`src/rtl/accum_pkg.sv`:
```
// Shared defaults and the counter-width rule for the accumulator bank.
package accum_pkg;

  localparam int DEF_THRESHOLD = 255;
  localparam int DEF_INC_STEP  = 8;
  localparam int DEF_DEC_STEP  = 1;

  // Headroom covers threshold, the larger step and the full dither range, plus sign and guard bit.
  function automatic int count_w(input int thr, input int inc, input int dec, input int dw);
    int mx;
    mx = (inc > dec) ? inc : dec;
    return $clog2(thr + mx + (1 << dw)) + 2;
  endfunction

endpackage

```
`src/rtl/accum_lane.sv`:
```
// One signed accumulator lane with dithered up/down threshold triggers.
module accum_lane
  import accum_pkg::*;
#(
  parameter int THRESHOLD = DEF_THRESHOLD,
  parameter int INC_STEP  = DEF_INC_STEP,
  parameter int DEC_STEP  = DEF_DEC_STEP,
  parameter int DITHER_W  = 0,
  parameter int BIDIR     = 1,
  parameter int LANE_IDX  = 0
) (
  input  logic       clk_in,
  input  logic       rst_in,
  input  logic       clear,
  input  logic       en,
  input  logic       inc,
  input  logic [7:0] rnd,
  output logic       up_hit,
  output logic       dn_hit,
  output logic       trig_up,
  output logic       trig_dn
);

  localparam int COUNT_W = count_w(THRESHOLD, INC_STEP, DEC_STEP, DITHER_W);
  localparam int WIDE_W  = COUNT_W + 17;
  localparam int DW1     = (DITHER_W == 0) ? 1 : DITHER_W;
  localparam int ROT     = LANE_IDX % DW1;
  localparam logic [15:0] DMASK = 16'((1 << DITHER_W) - 1);
  localparam logic signed [WIDE_W-1:0] THR   = WIDE_W'(THRESHOLD);
  localparam logic signed [WIDE_W-1:0] INC_W = WIDE_W'(INC_STEP);
  localparam logic signed [WIDE_W-1:0] DEC_W = WIDE_W'(DEC_STEP);

  logic signed [COUNT_W-1:0] count_p1;
  logic                      trig_up_p1, trig_dn_p1;
  logic [15:0]               draw_p0, drot_p0;
  logic signed [WIDE_W-1:0]  dith_p0, cur_p0, nxt_p0, res_p0;
  logic                      up_p0, dn_p0;

  // Stage p0: next count, dither and trigger decision
  always_comb begin
    draw_p0 = {8'h00, rnd} & DMASK;
    drot_p0 = ((draw_p0 << ROT) | (draw_p0 >> (DW1 - ROT))) & DMASK;
    dith_p0 = WIDE_W'($signed({1'b0, drot_p0}));
    cur_p0  = WIDE_W'(count_p1);
    nxt_p0  = inc ? (cur_p0 + INC_W) : (cur_p0 - DEC_W);
    up_p0   = en && ((nxt_p0 + dith_p0) >= THR);
    dn_p0   = en && (BIDIR != 0) && !up_p0 && ((nxt_p0 - dith_p0) <= -THR);
    res_p0  = nxt_p0;
    if (up_p0) begin
      res_p0 = nxt_p0 - THR;
    end else if (dn_p0) begin
      res_p0 = nxt_p0 + THR;
    end else if ((BIDIR == 0) && (nxt_p0 < 0)) begin
      res_p0 = '0;
    end
  end

  // Stage p1: registered count and one-cycle trigger pulses
  always_ff @(posedge clk_in) begin
    if (!rst_in || clear) begin
      count_p1   <= '0;
      trig_up_p1 <= 1'b0;
      trig_dn_p1 <= 1'b0;
    end else begin
      trig_up_p1 <= up_p0;
      trig_dn_p1 <= dn_p0;
      if (en) begin
        count_p1 <= COUNT_W'(res_p0);
      end
    end
  end

  assign up_hit  = up_p0;
  assign dn_hit  = dn_p0;
  assign trig_up = trig_up_p1;
  assign trig_dn = trig_dn_p1;

endmodule

```
`src/rtl/accum_bank.sv`:
```
// Bank of N_CH accumulator lanes with a saturating running count of all triggers.
module accum_bank
  import accum_pkg::*;
#(
  parameter int N_CH      = 8,
  parameter int THRESHOLD = DEF_THRESHOLD,
  parameter int INC_STEP  = DEF_INC_STEP,
  parameter int DEC_STEP  = DEF_DEC_STEP,
  parameter int DITHER_W  = 0,
  parameter int BIDIR     = 1
) (
  input  logic            clk_in,
  input  logic            rst_in,
  input  logic [7:0]      rnd_in,
  input  logic            prop_in,
  input  logic [N_CH-1:0] mask_in,
  input  logic [N_CH-1:0] inc_in,
  input  logic            clear_in,
  output logic [N_CH-1:0] trig_up_out,
  output logic [N_CH-1:0] trig_dn_out,
  output logic [15:0]     trig_total_out
);

  logic [N_CH-1:0] up_hit_p0, dn_hit_p0;
  logic [15:0]     total_p1;

  function automatic logic [15:0] popcount(input logic [N_CH-1:0] v);
    logic [15:0] c;
    c = '0;
    for (int i = 0; i < N_CH; i++) begin
      c = c + 16'(v[i]);
    end
    return c;
  endfunction

  function automatic logic [15:0] sat_add(input logic [15:0] a, input logic [15:0] b);
    logic [16:0] s;
    s = {1'b0, a} + {1'b0, b};
    return s[16] ? 16'hFFFF : s[15:0];
  endfunction

  for (genvar i = 0; i < N_CH; i++) begin : g_lane
    accum_lane #(
      .THRESHOLD(THRESHOLD),
      .INC_STEP (INC_STEP),
      .DEC_STEP (DEC_STEP),
      .DITHER_W (DITHER_W),
      .BIDIR    (BIDIR),
      .LANE_IDX (i)
    ) u_lane (
      .clk_in (clk_in),
      .rst_in (rst_in),
      .clear  (clear_in),
      .en     (prop_in & mask_in[i]),
      .inc    (inc_in[i]),
      .rnd    (rnd_in),
      .up_hit (up_hit_p0[i]),
      .dn_hit (dn_hit_p0[i]),
      .trig_up(trig_up_out[i]),
      .trig_dn(trig_dn_out[i])
    );
  end

  // Stage p1: total advances together with the pulses it counts
  always_ff @(posedge clk_in) begin
    if (!rst_in || clear_in) begin
      total_p1 <= '0;
    end else begin
      total_p1 <= sat_add(total_p1, popcount(up_hit_p0 | dn_hit_p0));
    end
  end

  assign trig_total_out = total_p1;

endmodule

```
`config.mk`:
```
export PLATFORM = sky130hd
export DESIGN_NAME = accum_bank
export DESIGN_NICKNAME = d
export VERILOG_FILES = /design/src/rtl/accum_pkg.sv /design/src/rtl/accum_lane.sv /design/src/rtl/accum_bank.sv
export SDC_FILE = /design/constraint.sdc
export NUM_CORES = 1
export LEC_CHECK = 0
export ABC_AREA = 1
export CORE_MARGIN = 8
export CORE_UTILIZATION = 57
export DETAILED_ROUTE_END_ITERATION = 6
export GPL_TIMING_DRIVEN = 0
export PLACE_DENSITY_LB_ADDON = 0.12
export SLEW_MARGIN = 20
export SYNTH_ARGS = -nofsm -noshare
export SYNTH_HDL_FRONTEND = slang
export SYNTH_SLANG_ARGS = --single-unit
```
`constraint.sdc`:
```
create_clock -name clk_in -period 6.35 [get_ports clk_in]
set_clock_uncertainty 0.2 [all_clocks]
set_input_delay 0.9525 -clock clk_in [delete_from_list [all_inputs] [get_ports clk_in]]
set_output_delay 0.9525 -clock clk_in [all_outputs]
set_load 0.005 [all_outputs]
```
### After elaboration in Yosys (flattened, before gate mapping)

Index checks and enable logic that the tools add are counted.

* register bits: 120
* output and inout port bits: 32

* magnitude comparators: 16
* reduce and logical (&&, ||, !) cells: 34
* bitwise logic cells: 9
* add/subtract/negate cells: 40
* mux-type cells: 25

Operator list (number)
* 28-bit by 9-bit greater-or-equal comparator with 1-bit output, second input constant: 8
* 28-bit by 9-bit <= comparator with 1-bit output, second input constant: 8
* 28-bit two-way mux: 8
* 11-bit two-way mux: 16
* 11-bit by 5-bit adder with 12-bit output, second input constant: 8
* 11-bit by 2-bit subtractor with 12-bit output, second input constant: 8
* 11-bit by 9-bit adder with 11-bit output, second input constant: 8
* 11-bit by 9-bit subtractor with 11-bit output, second input constant: 8
* 1-bit logical AND: 24
* 16-bit by 8-bit adder with 17-bit output: 1
* 16-bit two-way mux: 1
* 1-bit zero test: 9
* 7-bit by 1-bit adder with 8-bit output: 1
* 1-bit bitwise AND: 8
* 8-bit OR: 1
* 6-bit by 1-bit adder with 7-bit output: 1
* 5-bit by 1-bit adder with 6-bit output: 1
* 4-bit by 1-bit adder with 5-bit output: 1
* 3-bit by 1-bit adder with 4-bit output: 1
* 2-bit by 1-bit adder with 3-bit output: 1
* 1-bit by 1-bit adder with 2-bit output: 1
* 1-bit logical OR: 1

### Longest topological paths before layout

Gate-level depths: netlist (run 1).

* depth after elaboration: 17
* gate-level depth with buffers: 30

### Hierarchy

A second synthesis (run 1) with hierarchy kept.

* cell total of the unflattened synthesis: 2356
* area total of the unflattened synthesis: 14550.2 um^2

By module, submodules not included
* accum_lane: cells an instance 271, sequential area each 260.2 um^2, area an instance 1651.6 um^2, times used 8
* accum_bank: cells an instance 188, sequential area each 320.3 um^2, area an instance 1337.5 um^2, times used 1

### Worst setup path before layout (run 1)

Ideal clock, no wire load.

* kind: input to register
* start point: in inc_in[2]
* end point: reg total_p1[1], in the netlist trig_total_out[1]
* setup slack: 165 ps
* data arrival time: 5914 ps
* stages on the path: 26
* setup time: 71 ps
* path buffers: 1
* cell sequence: buf_6 -> xor2_1 -> inv_1 -> ha_1 -> nand3_2 -> nor2_1 -> nand4_1 -> nand2_1 -> nand2_1 -> nand2_2 -> inv_2 -> nand2_2 -> fa_1 -> fa_1 -> fa_1 -> fa_1 -> inv_1 -> fa_1 -> o21ai_0 -> and3_1 -> nand4_1 -> nor2_1 -> nand3_1 -> nor2_1 -> inv_1 -> a21oi_1

* cells in the longest elaborated chain, start to end: 15
* elaborated cells on any way between the ends: 16
* those cells by class: 7 x add/sub; 2 x order compare; 2 x mux; 1 x bitwise; 4 x reduce/logical

RTL lines
* from (decl): RTL line accum_bank.sv:17 `input logic [N_CH-1:0] inc_in,`
* 28-bit two-way mux (*): RTL line accum_lane.sv:45 `nxt_p0 = inc ? (cur_p0 + INC_W) : (cur_p0 - DEC_W);`
* 28-bit by 9-bit greater-or-equal comparator with 1-bit output: RTL line accum_lane.sv:46 `up_p0 = en && ((nxt_p0 + dith_p0) >= THR);`
* 1-bit logical AND: RTL line accum_lane.sv:46
* 1-bit zero test: RTL line accum_lane.sv:47 `dn_p0 = en && (BIDIR != 0) && !up_p0 && ((nxt_p0 - dith_p0) <= -THR);`
* 1-bit logical AND (2 in a row): RTL line accum_lane.sv:47
* 8-bit OR (*): RTL line accum_bank.sv:69 `total_p1 <= sat_add(total_p1, popcount(up_hit_p0 | dn_hit_p0));`
* 2-bit by 1-bit adder with 3-bit output (*): RTL line accum_bank.sv:31 `c = c + 16'(v[i]);`
* 3-bit by 1-bit adder with 4-bit output (*): RTL line accum_bank.sv:31
* 4-bit by 1-bit adder with 5-bit output (*): RTL line accum_bank.sv:31
* 5-bit by 1-bit adder with 6-bit output (*): RTL line accum_bank.sv:31
* 6-bit by 1-bit adder with 7-bit output (*): RTL line accum_bank.sv:31
* 7-bit by 1-bit adder with 8-bit output (*): RTL line accum_bank.sv:31
* 16-bit by 8-bit adder with 17-bit output (*): RTL line accum_bank.sv:38 `s = {1'b0, a} + {1'b0, b};`
* 16-bit two-way mux (*): RTL line accum_bank.sv:39 `return s[16] ? 16'hFFFF : s[15:0];`
* to (signal assigned): RTL line accum_bank.sv:69
* to (decl): RTL line accum_bank.sv:25 `logic [15:0] total_p1;`

Mark *: on every way between the ends. The rest lies on a longest branch, timed or not.
A chain may end at the register's enable or synchronous reset.

### Final worst setup path (run 1)

* start point: in inc_in[2]
* end point: reg total_p1[12], in the netlist trig_total_out[12]

Same word-level chain as after synthesis.

==> flow_summary.toml, run 1 <==
[outcome]
outcome = "complete, no violations"

[timing]
hold_viol = 0
slew_viol_final = 0
relSlewSlack_pct = 41.6
timing.hold.ws_ns = 0.306
max_freq_mhz = 167
tightest_slew_ns = 0.876
timing.final.crit_period_ns = 6.00
setup_violations = 0
final.setup.tns_ns = 0
finalCritPeriodShare_pct = 94.5
setup_ws_ns = 0.350

[global_routing]
antenna_found_initial = 0
grt_first_pass_wirelength_um = 59700
grt_max_degree = 17
track_usage_pct = 24.9
grt_pass1_vias = 12838
grt-ovfl-total = 0

[min_path]
hold_class = "reg2reg"
min-delay-start = "g_lane[4].u_lane.count_p1[1]"

[critical_path]
critPathMaxFanout = 10
cp-end-kind = "register"
path_class = "in2reg"
cp.arrival_ns = 6.13
start_kind = "input pin"
r2r_start = "g_lane[2].u_lane.count_p1[0]"
cp-startpoint = "inc_in[2]"
crit_required_ns = 6.48

[floorplanning]
num_io_pins = 60
core_area_um2 = 23200
fp.dieH_um = 169
start_util_pct = 57.3
die_w_um = 169
num_rows = 56
die_area_um2 = 28400

[clock_tree]
cts_num_sinks = 120
cts_buffers = 17
clk_pin_slew_ns = 0.07
cts_root_buf = "clkbuf_16"
tritoncts = "yes"
clockBufferDepth = 2
cts_max_level = 4
insertion_delay_ns = 0.44

[routing]
drt-initial-drc-count = 1511
dr_total_vias = 14447
drc = 0
routedWlPerCell_um = 13.7
finalWirelength_um = 36400
vias_per_cell = 5.44
antenna_left = 0
firstDrtPassIters = 6

[logic_synthesis]
synth-edff-count = 0
seq_area_frac_synth_pct = 18.1
synth_area_um2 = 13300
async_reset_ff_share_pct = 0
synth_top_area_share_pct = 19.6
avgSynthCellArea_um2 = 5.89
synth_ff_type = "dfxtp_1"
yosys.area.top_type = "nand2_1"
yosys_warnings = 0
synth_nets = 2358
synth_seq_cells = 120
syn-instance-count = 2256
synthDistinctLibCells = 54
synthTopCellsByArea = "nand2_1 (20%), dfxtp_1 (18%), nand3_1 (13%)"

[final_layout]
nets = 2428
fin_area_um2 = 14800
fillers = 2158
stdcell_count = 2658
drive_gt1_share_pct = 10.3
syn_to_final_growth_pct = 11.7
antenna_cells = 0

[placement]
gp_congestion = 0.928
dp_worst_setup_slack_ns = -1.49
dp.final_hpwl_um = 27600
numPortBuffers = 45
dpl_cell_area_um2 = 14100
place_inst = 2620

[pwr]
powerDensity_nw_per_um2 = 190
ir_drop_v = 0.000139
p_leak_nw = 7.59

[run]
maxCapViolCount = 0
==> metrics by stage <==
step / power, mW / utilization, %
2_1_floorplan: 1.58 / -
3_3_place_gp: 1.78 / 60.9
3_5_place_dp: 1.81 / 60.9
4_1_cts: 2.82 / 63.7
5_1_grt: 2.99 / 64.0
6_report: 2.82 / 64.0
==> critical path: stages <==
cell and delay (ns):
buf_6 0.12, xor2_2 0.24, inv_1 0.16, ha_1 0.24, nand3_2 0.10, nor2_1 0.06
nand4_1 0.12, nand2_1 0.07, nand2_1 0.13, nand2_4 0.13, inv_4 0.14, nand2_2 0.09
fa_1 0.51, fa_1 0.46, fa_1 0.59, fa_2 0.25, inv_1 0.06, fa_1 0.42
o21ai_2 0.17, and3_4 0.22, nand4_1 0.14, buf_4 0.18, nor3_1 0.24, xor2_1 0.11
o21ai_0 0.17, inv_1 0.05
==> layer usage <==
layer | vias up | track usage [%] | wire (µm)
met5 | - | 0 | 0
met4 | 0 | 9.86 | 1100
met3 | 89 | 3.63 | 2460
met2 | 484 | 41.1 | 16500
met1 | 6528 | 32.2 | 16300
li1 | 7346 | - | -
==> registers in the layout (all words and copies together), names as in the netlist <==
name	cells
g_lane.u_lane.trig_dn	8
g_lane.u_lane.count_p1	88
g_lane.u_lane.trig_up	8
trig_total_out	16
==> report_power, final <==
| part | leakage [nW] | internal [mW] | total, mW | switching [mW] |
|---|---|---|---|---|
| registers | 0.975 | 0.783 | 0.817 | 0.0340 |
| logic | 6.33 | 0.352 | 1.00 | 0.653 |
| clock network | 0.285 | 0.585 | 0.998 | 0.413 |
| total | 7.59 | 1.72 | 2.82 | 1.10 |
==> logic make-up (layout without fill, tap and decap cells) <==
logic type,count (synthesis),in the layout,share of synthesized area (%)
AO/OA/AOI/OAI,207,207,8.83
XOR/XNOR,86,86,6.29
adder cells (fa/ha/maj),74,74,7.25
buffers and inverters,398,481,13.1
flip-flops,120,120,18.1
AND/OR/NAND/NOR,1371,1371,46.5
==> cells in the final DEF (no fill, tap or decap), types with 23 or more instances in the layout <==
cell / Yosys / routed
nor3_1: 25 / 25
buf_4: 21 / 26
clkbuf_1: 25 / 24
ha_1: 69 / 68
nor2_1: 160 / 155
o21ai_0: 48 / 46
nand3_1: 341 / 339
nand2_1: 692 / 690
inv_1: 298 / 296
xor2_1: 71 / 70
nand2_2: 33 / 33
dfxtp_1: 120 / 120
inv_2: 22 / 23
clkdlybuf4s50_1: 0 / 44
nand4_1: 46 / 46
a21oi_1: 109 / 109
==> synthesized netlist by cell type (5+ instances only) <==
cell,number
ha_1,69
a21oi_1,109
nor2_2,17
a21oi_2,5
o21ai_1,13
buf_4,21
nand2_2,33
clkbuf_1,25
inv_1,298
nand2_1,692
xor2_1,71
nand3_2,12
nand3b_1,15
buf_6,18
nand3_1,341
xnor2_1,7
o21ai_2,10
o21ai_0,48
buf_2,8
nor2_1,160
inv_2,22
nand4_1,46
dfxtp_1,120
nor3_1,25
nand2_4,10
nor3_2,6
xor2_2,6
fa_1,5
o211ai_1,5
==> cell type report <==
type	instances	area, µm²	share of cell area, %
buffer	75	522	3.52
inverter	323	1220	8.24
clock buffer	17	425	2.87
sequential	120	2400	16.2
tap	319	399	2.69
timing repair buffer	51	490	3.30
multi-input combinational	1738	9220	62.1
clock inverter	15	164	1.10
==> path summary, 6_finish.rpt <==
check | endpoint | slack [ns] | depth (start not counted)
worst max-delay path | trig_total_out[12] | 0.35 | 26
worst max register to register | trig_total_out[12] | 0.37 | 26
worst min register to register | g_lane[4].u_lane.count_p1[1] | 0.31 | 2
worst min-delay path | g_lane[4].u_lane.count_p1[1] | 0.31 | 2
==> timing repair <==
action	CTS	global route
pin swaps	2	6
hold buffers	0	0
setup endpoints to repair	16	16
setup buffers	3	3
gates resized for setup	12	19
Power figures use the tool's default switching activity.
==> run 2: changes to the inputs <==
--- a/config.mk
+++ b/config.mk
@@ -6,6 +6,8 @@
 export NUM_CORES = 1
 export LEC_CHECK = 0
 export ABC_AREA = 1
+export ABC_CLOCK_PERIOD_IN_PS = 6350
+export CORE_ASPECT_RATIO = 1.1
 export CORE_MARGIN = 8
 export CORE_UTILIZATION = 57
 export DETAILED_ROUTE_END_ITERATION = 6
==> flow_summary.toml, run 2 (synthesis gave the netlist of run 1 again) <==
[outcome]
outcome = "finished with violations"
violations = "DRC"

[timing]
grt_setup_unrepaired = "no"
relSlewSlack_pct = 37.4
hold_viol = 0
max_freq_mhz = 168
slew_viol_final = 0
finalCritPeriodShare_pct = 94.0
setup_violations = 0
timing.final.crit_period_ns = 5.97
tightest_slew_ns = 0.939
setup_ws_ns = 0.383

[critical_path]
critPathMaxFanout = 10
r2r_start = "g_lane[2].u_lane.count_p1[0]"
reg2reg_depth = 27
cp-end-kind = "register"
crit_end = "trig_total_out[11]"
slowest_stage = "fa_1"
cp-startpoint = "inc_in[2]"
critPathMostFrequentCell = "fa_1"
crit_required_ns = 6.52
slowest_delay_ns = 0.58
regToRegEndpoint = "trig_total_out[11]"
cpLargestDelayFamily = "adder cells"
path_class = "in2reg"
r2r_slack_ns = 0.39
cp.buffers_inverters = 8
path_depth = 31
start_kind = "input pin"
cp.arrival_ns = 6.13

[pwr]
powerDensity_nw_per_um2 = 191
ir_drop_v = 0.000188
p_leak_nw = 7.61

[floorplanning]
num_io_pins = 60
die_w_um = 162
start_util_pct = 58.1
fp.dieH_um = 176
num_rows = 58
die_area_um2 = 28500
core_area_um2 = 22900

[final_layout]
final_common_cell = "nand2_1"
fin_area_um2 = 14900
fillers = 2212
antenna_cells = 0
nets = 2428
syn_to_final_growth_pct = 11.8
final_cell_mix = "nand2_1 (690), nand3_1 (339), inv_1 (296), nor2_1 (157), dfxtp_1 (119)"
top_register = "g_lane.u_lane.count_p1"
largest_register_ffs = 88
drive_gt1_share_pct = 10.2

[routing]
antenna_left = 0
routedWlPerCell_um = 13.5
dr_total_vias = 14123
finalWirelength_um = 35600
drc = 2
firstDrtPassIters = 7
vias_per_cell = 5.35
drt-initial-drc-count = 1053

[global_routing]
grt_max_degree = 17
grt_pass1_vias = 12973
track_usage_pct = 24.8
grt-ovfl-total = 0
grt_first_pass_wirelength_um = 59900
antenna_found_initial = 0

[clock_tree]
insertion_delay_ns = 0.43
clockBufferDepth = 2
cts_root_buf = "clkbuf_16"
clk_pin_slew_ns = 0.06
tritoncts = "yes"
cts_buffers = 17
cts_num_sinks = 120
cts_max_level = 4

[placement]
numPortBuffers = 45
dpl_cell_area_um2 = 14100
dp.final_hpwl_um = 27200
gp_congestion = 0.972
dp_worst_setup_slack_ns = -1.16

[run]
maxCapViolCount = 0

[min_path]
hold_class = "reg2reg"
## run 2: routing by layer
metal  GRT usage [%]  wire length [µm]
met5               0                 0
met4            8.03               670
met3            3.42              1950
met2            42.3             16700
met1            31.8             16200
## run 2: repair_timing
| item | CTS | global route |
|---|---|---|
| resized for setup | 11 | 17 |
| buffers inserted | 1 | 5 |
| hold buffers | 0 | 0 |
| pin swaps | 1 | 3 |
| endpoints found under the setup margin | 16 | 16 |
## run 2: stage by stage
step                      std cells  utilization (%)  TNS (ns)  hold WS (ns)  power (mW)
after detailed placement       2601             61.7    -15.05         0.291        1.79
after CTS                      2634             64.6         0         0.305        2.83
after global placement         2601             61.7    -15.19         0.288        1.77
after floorplan                2256                -         0         0.271        1.58
final                          2639             65.0         0         0.300        2.84
after global routing           2639             65.0         0         0.343        3.02
## run 2: cell type report
type	count	area, µm²	area share, %
plain buffers	75	522	3.51
flip-flops and latches	120	2400	16.2
inverters	323	1220	8.21
well taps	300	375	2.53
clock buffers	19	443	2.98
multi-input cells	1738	9220	62.1
clock inverters	13	178	1.20
repair buffers	51	490	3.30
## run 2: report_power, final
part	internal [mW]	switching [mW]	total, mW
clock	0.664	0.365	1.03
combinational	0.350	0.637	0.987
sequential	0.784	0.0357	0.819
## run 2: how the worst min path moves through the flow
stage / from / to / slack, ns / cells past startpoint
2_1_floorplan: g_lane[5].u_lane.count_p1[10] / g_lane[5].u_lane.count_p1[10] / 0.27 / 2
3_3_place_gp: g_lane[1].u_lane.count_p1[1] / g_lane[1].u_lane.count_p1[1] / 0.29 / 2
3_5_place_dp: g_lane[1].u_lane.count_p1[1] / g_lane[1].u_lane.count_p1[1] / 0.29 / 2
4_1_cts: g_lane[4].u_lane.count_p1[1] / g_lane[4].u_lane.count_p1[1] / 0.30 / 2
5_1_grt: g_lane[0].u_lane.count_p1[10] / g_lane[0].u_lane.count_p1[10] / 0.34 / 2
6_report: g_lane[4].u_lane.count_p1[1] / g_lane[4].u_lane.count_p1[1] / 0.30 / 2
## run 2: worst min-delay path, stage by stage (launching register included)
cell	delay [ns]
dfxtp_1	0.33
nand2_1	0.07
a21oi_1	0.06
==> variant (settings of run 1) <==
The package constant `DEF_INC_STEP` goes from 8 to 10.
--- a/src/rtl/accum_pkg.sv
+++ b/src/rtl/accum_pkg.sv
@@ -2,7 +2,7 @@
 package accum_pkg;
 
   localparam int DEF_THRESHOLD = 255;
-  localparam int DEF_INC_STEP  = 8;
+  localparam int DEF_INC_STEP  = 10;
   localparam int DEF_DEC_STEP  = 1;
 
   // Headroom covers threshold, the larger step and the full dither range, plus sign and guard bit.
Behaviour: no difference found for any inputs over 4 cycles, from zero or initial values; that may be too few to reach the edited logic, so the function may still have changed.
==> variant against run 1 <==
Wire length is 2.9% higher. Sequential share of layout area fell by 0.41 points. Utilization increased by 1.1 points. Setup slack better by 0.015 ns. Final area rose by 2.7%. Sequential cell count did not move. Power increased by 0.56%. Register-to-register slack improved by 0.04 ns. Synthesized area up 2.1%. Non-clock buffer count increased by 3. Highest routed layer unchanged.
==> variant: results <==
[synth]
syn_area_per_cell_sq_um = 5.66
synthFlopType = dfxtp_1
ys_warn_count = 0
ys_types = 51
async_flop_share_pct = 0
synth_nets = 2500
yosysSeqAreaShare_pct = 17.7
synth_area_leaders = nand2_1, dfxtp_1, nand3_1, inv_1, ha_1
synth_common_cells = nand2_1, nand3_1, inv_1, nor2_1, dfxtp_1

[clock_network]
clkLatencyLatePin_ns = 0.43
clockRootBuffer = clkbuf_16
clk_pin_slew_worst_paths_ns = 0.06
clock_path_buffers = 2
cts_sinks = 120
cts_made_buffers = 17
h-tree-depth = 4

[placed_design]
gp_congestion = 0.911
hpwl_um = 28300
io_buffers = 44

[status]
outcome = finished, final reports clean

[detailed_routing]
routed_wl_um = 37400
drt_iter0_drc = 1246
vias = 15200
drtPass1Iterations = 7

[critical_path]
critPathLaunch = inc_in[0]
cp_top_family = adder cells
crit_slowest_cell = fa_1
slowest_delay_ns = 0.56
critical_path_arrival_ns = 6.16
critical_path_peak_fanout = 10
rr_startpoint = g_lane[2].u_lane.count_p1[1]

[timing]
tightest_slew_ns = 0.876

[grt]
grt_max_degree = 17
grt_use_total_pct = 25.5
grt_first_pass_wirelength_um = 62200
grt_antenna_before_repair = 0
grt_pass1_vias = 13600

[cells_and_area]
fin_nets = 2577
n_antenna_cell = 0
largest_reg_flops = 88
final_cells = 2806
layout-drive-gt1-share_pct = 10.2
largest-register = g_lane.u_lane.count_p1

[power]
power_leakage_nw = 7.94
peakVddDrop_mv = 0.127

[worst_hold_path]
hp-class = reg -> reg
worstHoldStart = g_lane[7].u_lane.count_p1[1]
-- variant: layout make-up --
cell class / instances / area [sq um]
Multi-Input combinational cell: 1851 / 9500
Clock inverter: 10 / 119
Tap cell: 319 / 399
Timing Repair Buffer: 58 / 536
Inverter: 355 / 1340
Clock buffer: 22 / 484
Fill cell: 2324 / 8160
Sequential cell: 120 / 2400
Buffer: 71 / 458
-- variant: path summary, 6_finish.rpt --
path	cells after the start	end	slack [ns]
worst min register to register	2	g_lane[7].u_lane.count_p1[1]	0.31
worst max register to register	28	trig_total_out[5]	0.41
worst max-delay path	31	trig_total_out[5]	0.36
worst min-delay path	2	g_lane[7].u_lane.count_p1[1]	0.31
-- variant: logic make-up after synthesis --
group,share of synthesized area [%]
AO/OA/AOI/OAI,8.28
AND/OR/NAND/NOR,49.5
adder cells (fa/ha/maj),7.19
buffers and inverters,13.1
XOR/XNOR,4.22
flip-flops,17.7
-- variant: where the power goes --
| group | internal (mW) | switching (mW) | leakage (nW) | total, mW |
|---|---|---|---|---|
| registers | 0.783 | 0.0317 | 0.975 | 0.815 |
| clock network | 0.620 | 0.384 | 0.288 | 1.00 |
| logic | 0.350 | 0.667 | 6.68 | 1.02 |
| total | 1.75 | 1.08 | 7.94 | 2.84 |
-- variant: worst register-to-register path, delay by kind of cell (launching register included) --
kind                       cells  cell delay, ns
adders and majority gates      6            2.47
and+or+nand+nor               12            1.44
buffers and inverters          7            0.76
AOI/OAI and AO/OA              3            0.61
DFF                            1            0.40
-- variant: what timing repair did --
| item | CTS | global route |
|---|---|---|
| buffers inserted | 6 | 8 |
| pin swaps | 4 | 8 |
| setup endpoints to repair | 16 | 15 |
| resized for setup | 25 | 22 |
-- variant: routing by layer --
metal | global-route usage [%] | share of wire, % | vias to the layer above
li1 | - | - | 7787
met1 | 31.9 | 45 | 6879
met2 | 43.7 | 47 | 431
met3 | 3.89 | 5.1 | 61
met4 | 9.34 | 2.6 | 0
met5 | 0 | 0 | -
-- variant: through the flow --
| step | setup TNS, ns | setup slack, ns | power (mW) | instance area [sq um] |
|---|---|---|---|---|
| 2_1_floorplan | 0 | 0.150 | 1.57 | 13600 |
| 3_3_place_gp | -16.18 | -1.15 | 1.77 | 14400 |
| 3_5_place_dp | -17.44 | -1.24 | 1.79 | 14400 |
| 4_1_cts | 0 | 0.0436 | 2.82 | 15100 |
| 5_1_grt | -0.0115 | -0.0115 | 3.01 | 15200 |
| 6_report | 0 | 0.365 | 2.84 | 15200 |
